## config.mk

```make
export PLATFORM = sky130hd
export DESIGN_NAME = dtc_cmd_regfile
export DESIGN_NICKNAME = d
export VERILOG_FILES = /design/src/rtl/dtc_cmd_regfile.sv
export SDC_FILE = /design/constraint.sdc
export NUM_CORES = 2
export LEC_CHECK = 0
export BUFFER_PORTS_ARGS = -buffer_cell sky130_fd_sc_hd__buf_4
export CORE_ASPECT_RATIO = 1.2
export CORE_MARGIN = 3
export CORE_UTILIZATION = 35
export DETAILED_ROUTE_END_ITERATION = 10
export GPL_TIMING_DRIVEN = 0
export PLACE_DENSITY_LB_ADDON = 0.12
export SKIP_CTS_REPAIR_TIMING = 1
export SYNTH_ARGS = -nofsm -noshare
export SYNTH_HDL_FRONTEND = slang
export SYNTH_SLANG_ARGS = --single-unit
```

## constraint.sdc

```tcl
create_clock -name dtc_clk -period 17.36 [get_ports dtc_clk]
set_input_delay 0.868 -clock dtc_clk [delete_from_list [all_inputs] [get_ports dtc_clk]]
set_output_delay 0.868 -clock dtc_clk [all_outputs]
set_load 0.02 [all_outputs]
```

## src/rtl/dtc_cmd_regfile.sv

```systemverilog
// DTC command register file: decodes slave-bus register accesses for the FEC control logic.
// Define DTC_CMD_ACCESS_ERR_EN to add the saturating access-error counter at 0x82.
module dtc_cmd_regfile #(
    parameter int NUM_CH    = 64,
    parameter int NUM_HV    = 32,
    parameter int NUM_ADC   = 15,
    parameter int PWR_W     = 11,
    parameter int PULSE_LEN = 4
) (
    input  logic                  dtc_clk,
    input  logic                  rst,
    input  logic [31:0]           address,
    input  logic [31:0]           write_data,
    input  logic                  write,
    input  logic                  read,
    output logic [31:0]           read_data,
    output logic                  data_vld,
    output logic [PWR_W-1:0]      reg_pwr_en,
    input  logic [15:0]           status,
    output logic [7:0]            thyst,
    output logic [7:0]            toti,
    output logic [NUM_CH-1:0]     channel_mask,
    output logic                  altro_rst,
    output logic                  fee_rst,
    input  logic [15:0]           firmware,
    input  logic [NUM_ADC*10-1:0] adc_data,
    output logic [NUM_HV*12-1:0]  hv_dac_data,
    output logic                  hv_busy,
    output logic                  hv_vld,
    input  logic                  hv_rdy,
    output logic [4:0]            hv_ch,
    output logic [11:0]           hv_val
);
    localparam int MASK_REGS = NUM_CH / 16;
    localparam logic [1:0] ST_IDLE = 2'd0;
    localparam logic [1:0] ST_SEND = 2'd1;
    localparam logic [1:0] ST_DONE = 2'd2;

    logic [7:0]  addr;
    logic [4:0]  map_address;
    logic [15:0] serial;
    logic        serial_locked;
    logic [7:0]  altro_cnt;
    logic [7:0]  fee_cnt;
    logic [1:0]  state;
    logic [4:0]  idx;
    logic        hv_done;
    logic [11:0] hv_reg [NUM_HV];
    logic [31:0] rd_mux;
    logic        rd_err;
    logic        unused_wdata;
`ifdef DTC_CMD_ACCESS_ERR_EN
    logic [15:0] err_cnt;
`endif

    assign addr         = address[7:0];
    assign unused_wdata = ^write_data[31:16];
    assign altro_rst    = (altro_cnt != 8'd0);
    assign fee_rst      = (fee_cnt != 8'd0);
    assign hv_busy      = (state != ST_IDLE);
    assign hv_vld       = (state == ST_SEND);
    assign hv_ch        = idx;

    for (genvar i = 0; i < NUM_HV; i++) begin : g_dac
        assign hv_dac_data[12*i +: 12] = hv_reg[i];
    end

    always_comb begin
        hv_val = 12'd0;
        for (int i = 0; i < NUM_HV; i++)
            if (idx == 5'(i)) hv_val = hv_reg[i];
    end

    // Unmapped reads (including out-of-range indices) echo the full address.
    always_comb begin
        // NOTE: defaults first so every path assigns; a missing default would infer a latch.
        rd_mux = address;
        rd_err = 1'b1;
        case (addr)
            8'h01: begin rd_mux = 32'(reg_pwr_en);              rd_err = 1'b0; end
            8'h02: begin rd_mux = {16'b0, status};              rd_err = 1'b0; end
            8'h03: begin rd_mux = {27'b0, map_address};         rd_err = 1'b0; end
            8'h04: begin rd_mux = {24'b0, thyst};               rd_err = 1'b0; end
            8'h05: begin rd_mux = {24'b0, toti};                rd_err = 1'b0; end
            8'h1F: begin rd_mux = {30'b0, hv_done, hv_busy};    rd_err = 1'b0; end
            8'h20: begin rd_mux = {16'b0, firmware};            rd_err = 1'b0; end
            8'h80: begin rd_mux = {16'b0, serial};              rd_err = 1'b0; end
            8'h81: begin rd_mux = {31'b0, serial_locked};       rd_err = 1'b0; end
`ifdef DTC_CMD_ACCESS_ERR_EN
            8'h82: begin rd_mux = {16'b0, err_cnt};             rd_err = 1'b0; end
`endif
            default: ;
        endcase
        for (int k = 0; k < MASK_REGS; k++)
            if (addr == 8'(8'h06 + k)) begin
                rd_mux = {16'b0, channel_mask[16*k +: 16]};
                rd_err = 1'b0;
            end
        for (int k = 0; k < NUM_ADC; k++)
            if (addr == 8'(8'h50 + k)) begin
                rd_mux = {22'b0, adc_data[10*k +: 10]};
                rd_err = 1'b0;
            end
        for (int i = 0; i < NUM_HV; i++)
            if (addr == 8'(8'h60 + i)) begin
                rd_mux = {20'b0, hv_reg[i]};
                rd_err = 1'b0;
            end
    end

    always_ff @(posedge dtc_clk or posedge rst) begin
        if (rst) begin
            read_data     <= '0;
            data_vld      <= 1'b0;
            reg_pwr_en    <= '0;
            map_address   <= '0;
            thyst         <= '0;
            toti          <= '0;
            channel_mask  <= '0;
            serial        <= '0;
            serial_locked <= 1'b0;
            altro_cnt     <= '0;
            fee_cnt       <= '0;
            state         <= ST_IDLE;
            idx           <= '0;
            hv_done       <= 1'b0;
            // NOTE: setpoints are reset too, so this array is registers, not a reset-less RAM.
            for (int i = 0; i < NUM_HV; i++) hv_reg[i] <= '0;
        end else begin
            // NOTE: non-blocking everywhere, so a read colliding with a write sees the old value.
            data_vld <= read;
            if (read) read_data <= rd_mux;
            if (altro_rst) altro_cnt <= altro_cnt - 8'd1;
            if (fee_rst)   fee_cnt   <= fee_cnt - 8'd1;

            if (write) begin
                case (addr)
                    8'h01: reg_pwr_en  <= write_data[PWR_W-1:0];
                    8'h03: map_address <= write_data[4:0];
                    8'h04: thyst       <= write_data[7:0];
                    8'h05: toti        <= write_data[7:0];
                    8'h19: altro_cnt   <= 8'(PULSE_LEN);
                    8'h1A: fee_cnt     <= 8'(PULSE_LEN);
                    8'h80: if (!serial_locked) begin
                        serial        <= write_data[15:0];
                        serial_locked <= 1'b1;
                    end
                    default: ;
                endcase
                for (int k = 0; k < MASK_REGS; k++)
                    if (addr == 8'(8'h06 + k)) channel_mask[16*k +: 16] <= write_data[15:0];
                // Setpoints are frozen while the sequencer streams them out.
                for (int i = 0; i < NUM_HV; i++)
                    if (!hv_busy && addr == 8'(8'h60 + i)) hv_reg[i] <= write_data[11:0];
            end

            case (state)
                ST_IDLE: if (write && addr == 8'h1E) begin
                    state   <= ST_SEND;
                    idx     <= '0;
                    hv_done <= 1'b0;
                end
                ST_SEND: if (hv_rdy) begin
                    if (idx == 5'(NUM_HV - 1)) state <= ST_DONE;
                    else                       idx   <= idx + 5'd1;
                end
                ST_DONE: begin
                    hv_done <= 1'b1;
                    state   <= ST_IDLE;
                end
                default: state <= ST_IDLE;
            endcase
        end
    end

`ifdef DTC_CMD_ACCESS_ERR_EN
    logic        wr_hit;
    logic        wr_drop;
    logic [16:0] err_sum;

    always_comb begin
        wr_hit  = 1'b0;
        wr_drop = 1'b0;
        case (addr)
            8'h01, 8'h03, 8'h04, 8'h05, 8'h19, 8'h1A, 8'h82: wr_hit = 1'b1;
            8'h1E: begin wr_hit = 1'b1; wr_drop = hv_busy;       end
            8'h80: begin wr_hit = 1'b1; wr_drop = serial_locked; end
            default: ;
        endcase
        for (int k = 0; k < MASK_REGS; k++)
            if (addr == 8'(8'h06 + k)) wr_hit = 1'b1;
        for (int i = 0; i < NUM_HV; i++)
            if (addr == 8'(8'h60 + i)) begin
                wr_hit  = 1'b1;
                wr_drop = hv_busy;
            end
    end

    assign err_sum = {1'b0, err_cnt} + 17'(read && rd_err) + 17'(write && (!wr_hit || wr_drop));

    always_ff @(posedge dtc_clk or posedge rst) begin
        if (rst)                          err_cnt <= '0;
        else if (write && addr == 8'h82)  err_cnt <= 16'(read && rd_err);
        else                              err_cnt <= err_sum[16] ? 16'hFFFF : err_sum[15:0];
    end
`else
    logic unused_rd_err;
    assign unused_rd_err = rd_err;
`endif
endmodule
```

==> results.toml <==
[outcome]
outcome = "finished with violations"
violations = "capacitance limit, slew limit"

[cts]
insertion_delay_ns = 0.68
cts.clk_slew.worst_paths_ns = 0.07
numClockSinks = 554
clock_path_buffers = 3
cts_tree = "done"
cts_made_buffers = 59
htree_levels = 2
cts_root_buffer = "sky130_fd_sc_hd__clkbuf_16"

[synth]
syn_area_per_cell_um2 = 9.645
synth_sequential_area_ratio_pct = 41.60
syn-instance-count = 3455
synth.ff_latch_count = 554
yosys_warnings = 0
post-synth-top-count-cell = "sky130_fd_sc_hd__dfrtp_1"
syn-cell-area_um2 = 33320
yosys.area_share.simple_pct = 14.04
synthAdderAreaFrac_pct = 0.3004
synth_fp_nets = 3714
ys_types = 91
asyncSetResetFlopFracSynth_pct = 100.0
yosys-top-cells-area = "sky130_fd_sc_hd__dfrtp_1, sky130_fd_sc_hd__mux2_2, sky130_fd_sc_hd__a21oi_1, sky130_fd_sc_hd__o21ai_0, sky130_fd_sc_hd__nand2_1"
dominantRegCellSynth = "sky130_fd_sc_hd__dfrtp_1"
synth_area_leader_cell = "sky130_fd_sc_hd__dfrtp_1"
synth_compound_area_share_pct = 21.48
synth_xor_area_share_pct = 0.4205
synth_top_cells_by_count = "sky130_fd_sc_hd__dfrtp_1, sky130_fd_sc_hd__mux2_2, sky130_fd_sc_hd__nand2_1, sky130_fd_sc_hd__nor2_1, sky130_fd_sc_hd__a21oi_1"
multiplexer_share_of_the_synthesized_area_pct = 17.86
synth-edff-count = 0
dominant_combinational_cell_family_by_area_after_synthesis = "compound AO/OA/AOI/OAI gates"
yosysTopAreaCellShare_pct = 41.60

[die]
design.core.area_um2 = 94030
die-width_um = 287.7
core.rowCount = 123
design.portCount = 780
design.die.area_um2 = 98970
die_height_um = 344.0
start_util_pct = 35.44

[critical_path]
cp-end-kind = "primary output"
timing.critical_path.from_type = "register"
worstPathArrival_ns = 7.56
path_max_fanout = 10
path_class = "register to primary output"
worst-endpoint-required_ns = 16.49

[power_and_ir_drop]
vdd.ir_drop.worst_uv = 93.81
power_share_of_the_sequential_group_pct = 35.7
pwr-share-comb_pct = 32.4
power.density_nw_per_um2 = 101.5
internal-power_w = 0.002612
power.switching_fraction_pct = 40.13
power.leakage_nw = 20.28
power.clock.fraction_pct = 31.9
p_sw_w = 0.001750

[routing]
wl_per_cell_um = 48.35
vias_per_cell = 7.138
drtAntennaViolNets = 0
first_iter_violations = 6505
route.detailed.drc = 0
first_pass_iters = 8
route.vias.total = 39990
wirelength_mm = 270.8

[grt]
initial_antenna_violation_count = 31
first_pass_grt_wire_length_mm = 351.4
grtUsageMet2_pct = 78.26
grt_max_degree = 121
grt_pass1_vias = 37960
global_route.usage.total_pct = 52.68
globalRoute.totalOverflow = 0
grtUsageMet1_pct = 60.40
global_route.usage.met3_pct = 18.31
grt.busiest_layer = "met2"

[job]
max-cap-violations = 12

[timing]
fin_crit_ns = 8.428
fin_setup_tns_ns = 0
worstMarginPinSlew_ns = 1.723
timing.final.hold_violations = 0
max_clock_freq_mhz = 118.7
timing.max_slew.rel_slack_pct = -15.20
timing.final.setup_violations = 0
final.setup.worst_slack_ns = 8.932
rsz_0062_raised_after_global_routing = "false"
worst_clock_skew_ns = 0.02667
finalCritPeriodShare_pct = 48.55
slew_viol_final = 95

[place]
place_worst_setup_slack_ns = 10.26
place.detailed.hpwl_mm = 211.3
place.detailed.instances = 5468
port_buffers = 753
placer_congestion = 1.096

[cells_and_area]
final_nets = 4540
layout-drive-gt1-share_pct = 34.33
instances_no_fill = 5602
syn_to_final_growth_pct = 28.97

[worst_hold_path]
hold_path.class = "primary input to asynchronous set/reset pin"
## per-layer routing
layer	share of wire [%]	up-vias	wire length (um)
met2	42	3738	114700
met3	12	1278	32500
li1	-	14820	-
met1	35	20140	93730
met4	11	16	29830
met5	0.047	-	126
## state kept, by name, indices dropped and copies added (netlist names)
| signal | flops |
|---|---|
| channel_mask | 64 |
| hv_done | 1 |
| thyst | 8 |
| data_vld | 1 |
| hv_ch | 5 |
| serial_locked | 1 |
| read_data | 32 |
| altro_cnt | 8 |
| map_address | 5 |
| toti | 8 |
| serial | 16 |
| reg_pwr_en | 11 |
| fee_cnt | 8 |
| hv_dac_data | 384 |
| state | 2 |
## per-stage QoR
step	hold WS [ns]	instance area [um2]	util (%)	total power (W)
after floorplan	0.4402	33320	-	0.002139
after global placement	0.4593	40540	43.11	0.002897
after detailed placement	0.4935	40780	43.37	0.002902
after CTS	0.2413	42880	45.60	0.004276
after global routing	0.2721	42930	45.65	0.004409
final	0.2454	42980	45.71	0.004362
## worst paths after layout
kind                            startpoint         endpoint  slack, ns  cells past startpoint
worst min register to register   serial[8]        serial[8]       0.51                      1
worst max register to register    hv_ch[0]         state[0]      11.55                     11
worst min-delay path                   rst  hv_dac_data[91]       0.25                      2
worst max-delay path              hv_ch[0]        hv_val[0]       8.93                     15
max in group asynchronous              rst       fee_cnt[6]      15.28                      5
min in group dtc_clk                  read         data_vld       0.38                      1
## power groups by stage
stage               clock network, W  logic, W  registers [W]
floorplan                          0  0.000584        0.00156
global placement                   0   0.00133        0.00157
detailed placement                 0   0.00134        0.00157
CTS                          0.00139   0.00134        0.00154
global route                 0.00144   0.00142        0.00155
finish                       0.00139   0.00141        0.00156
## cell families after synthesis
family / Yosys count
compound gates: 1065
simple gates: 939
flops: 554
mux: 527
buf+inv: 346
xor+xnor: 16
fa+ha+maj: 8
## layout make-up
type	count	area, um2
plain buffers	310	1313
fillers	9386	51050
clock inverters	28	385.4
clock buffers	81	1709
flip-flops and latches	554	13860
multi-input cells	2555	18060
well taps	1250	1564
inverters	36	142.6
diodes	23	57.56
repair buffers	765	5882
## critical path, stage by stage (launching register included)
cell	delay, ns
sky130_fd_sc_hd__dfrtp_1	0.68
sky130_fd_sc_hd__ha_1	0.23
sky130_fd_sc_hd__clkbuf_1	0.50
sky130_fd_sc_hd__clkbuf_1	0.68
sky130_fd_sc_hd__buf_1	0.77
sky130_fd_sc_hd__and3_1	0.29
sky130_fd_sc_hd__ha_1	0.30
sky130_fd_sc_hd__clkbuf_1	0.44
sky130_fd_sc_hd__clkbuf_1	0.54
sky130_fd_sc_hd__a211oi_1	0.14
sky130_fd_sc_hd__nand3_1	0.13
sky130_fd_sc_hd__nand4_1	0.10
sky130_fd_sc_hd__a311oi_1	1.29
sky130_fd_sc_hd__o21ai_0	0.31
sky130_fd_sc_hd__o211ai_1	0.25
sky130_fd_sc_hd__buf_4	0.21
## cell usage in the layout (no fill, tap or decap), drive strengths merged, types with 34 or more instances in the layout
cell type  instances
nand3             76
o22ai             87
clkbuf           273
nor2             286
nand2            281
o211ai            49
a22oi             62
o21ai            233
buf              882
a22o              34
nor3              48
o221ai            50
a221oi            50
a21oi            215
a211oi            48
mux2             500
dfrtp            554
inv               40
a31oi             44
Power figures use the tool's default switching activity.
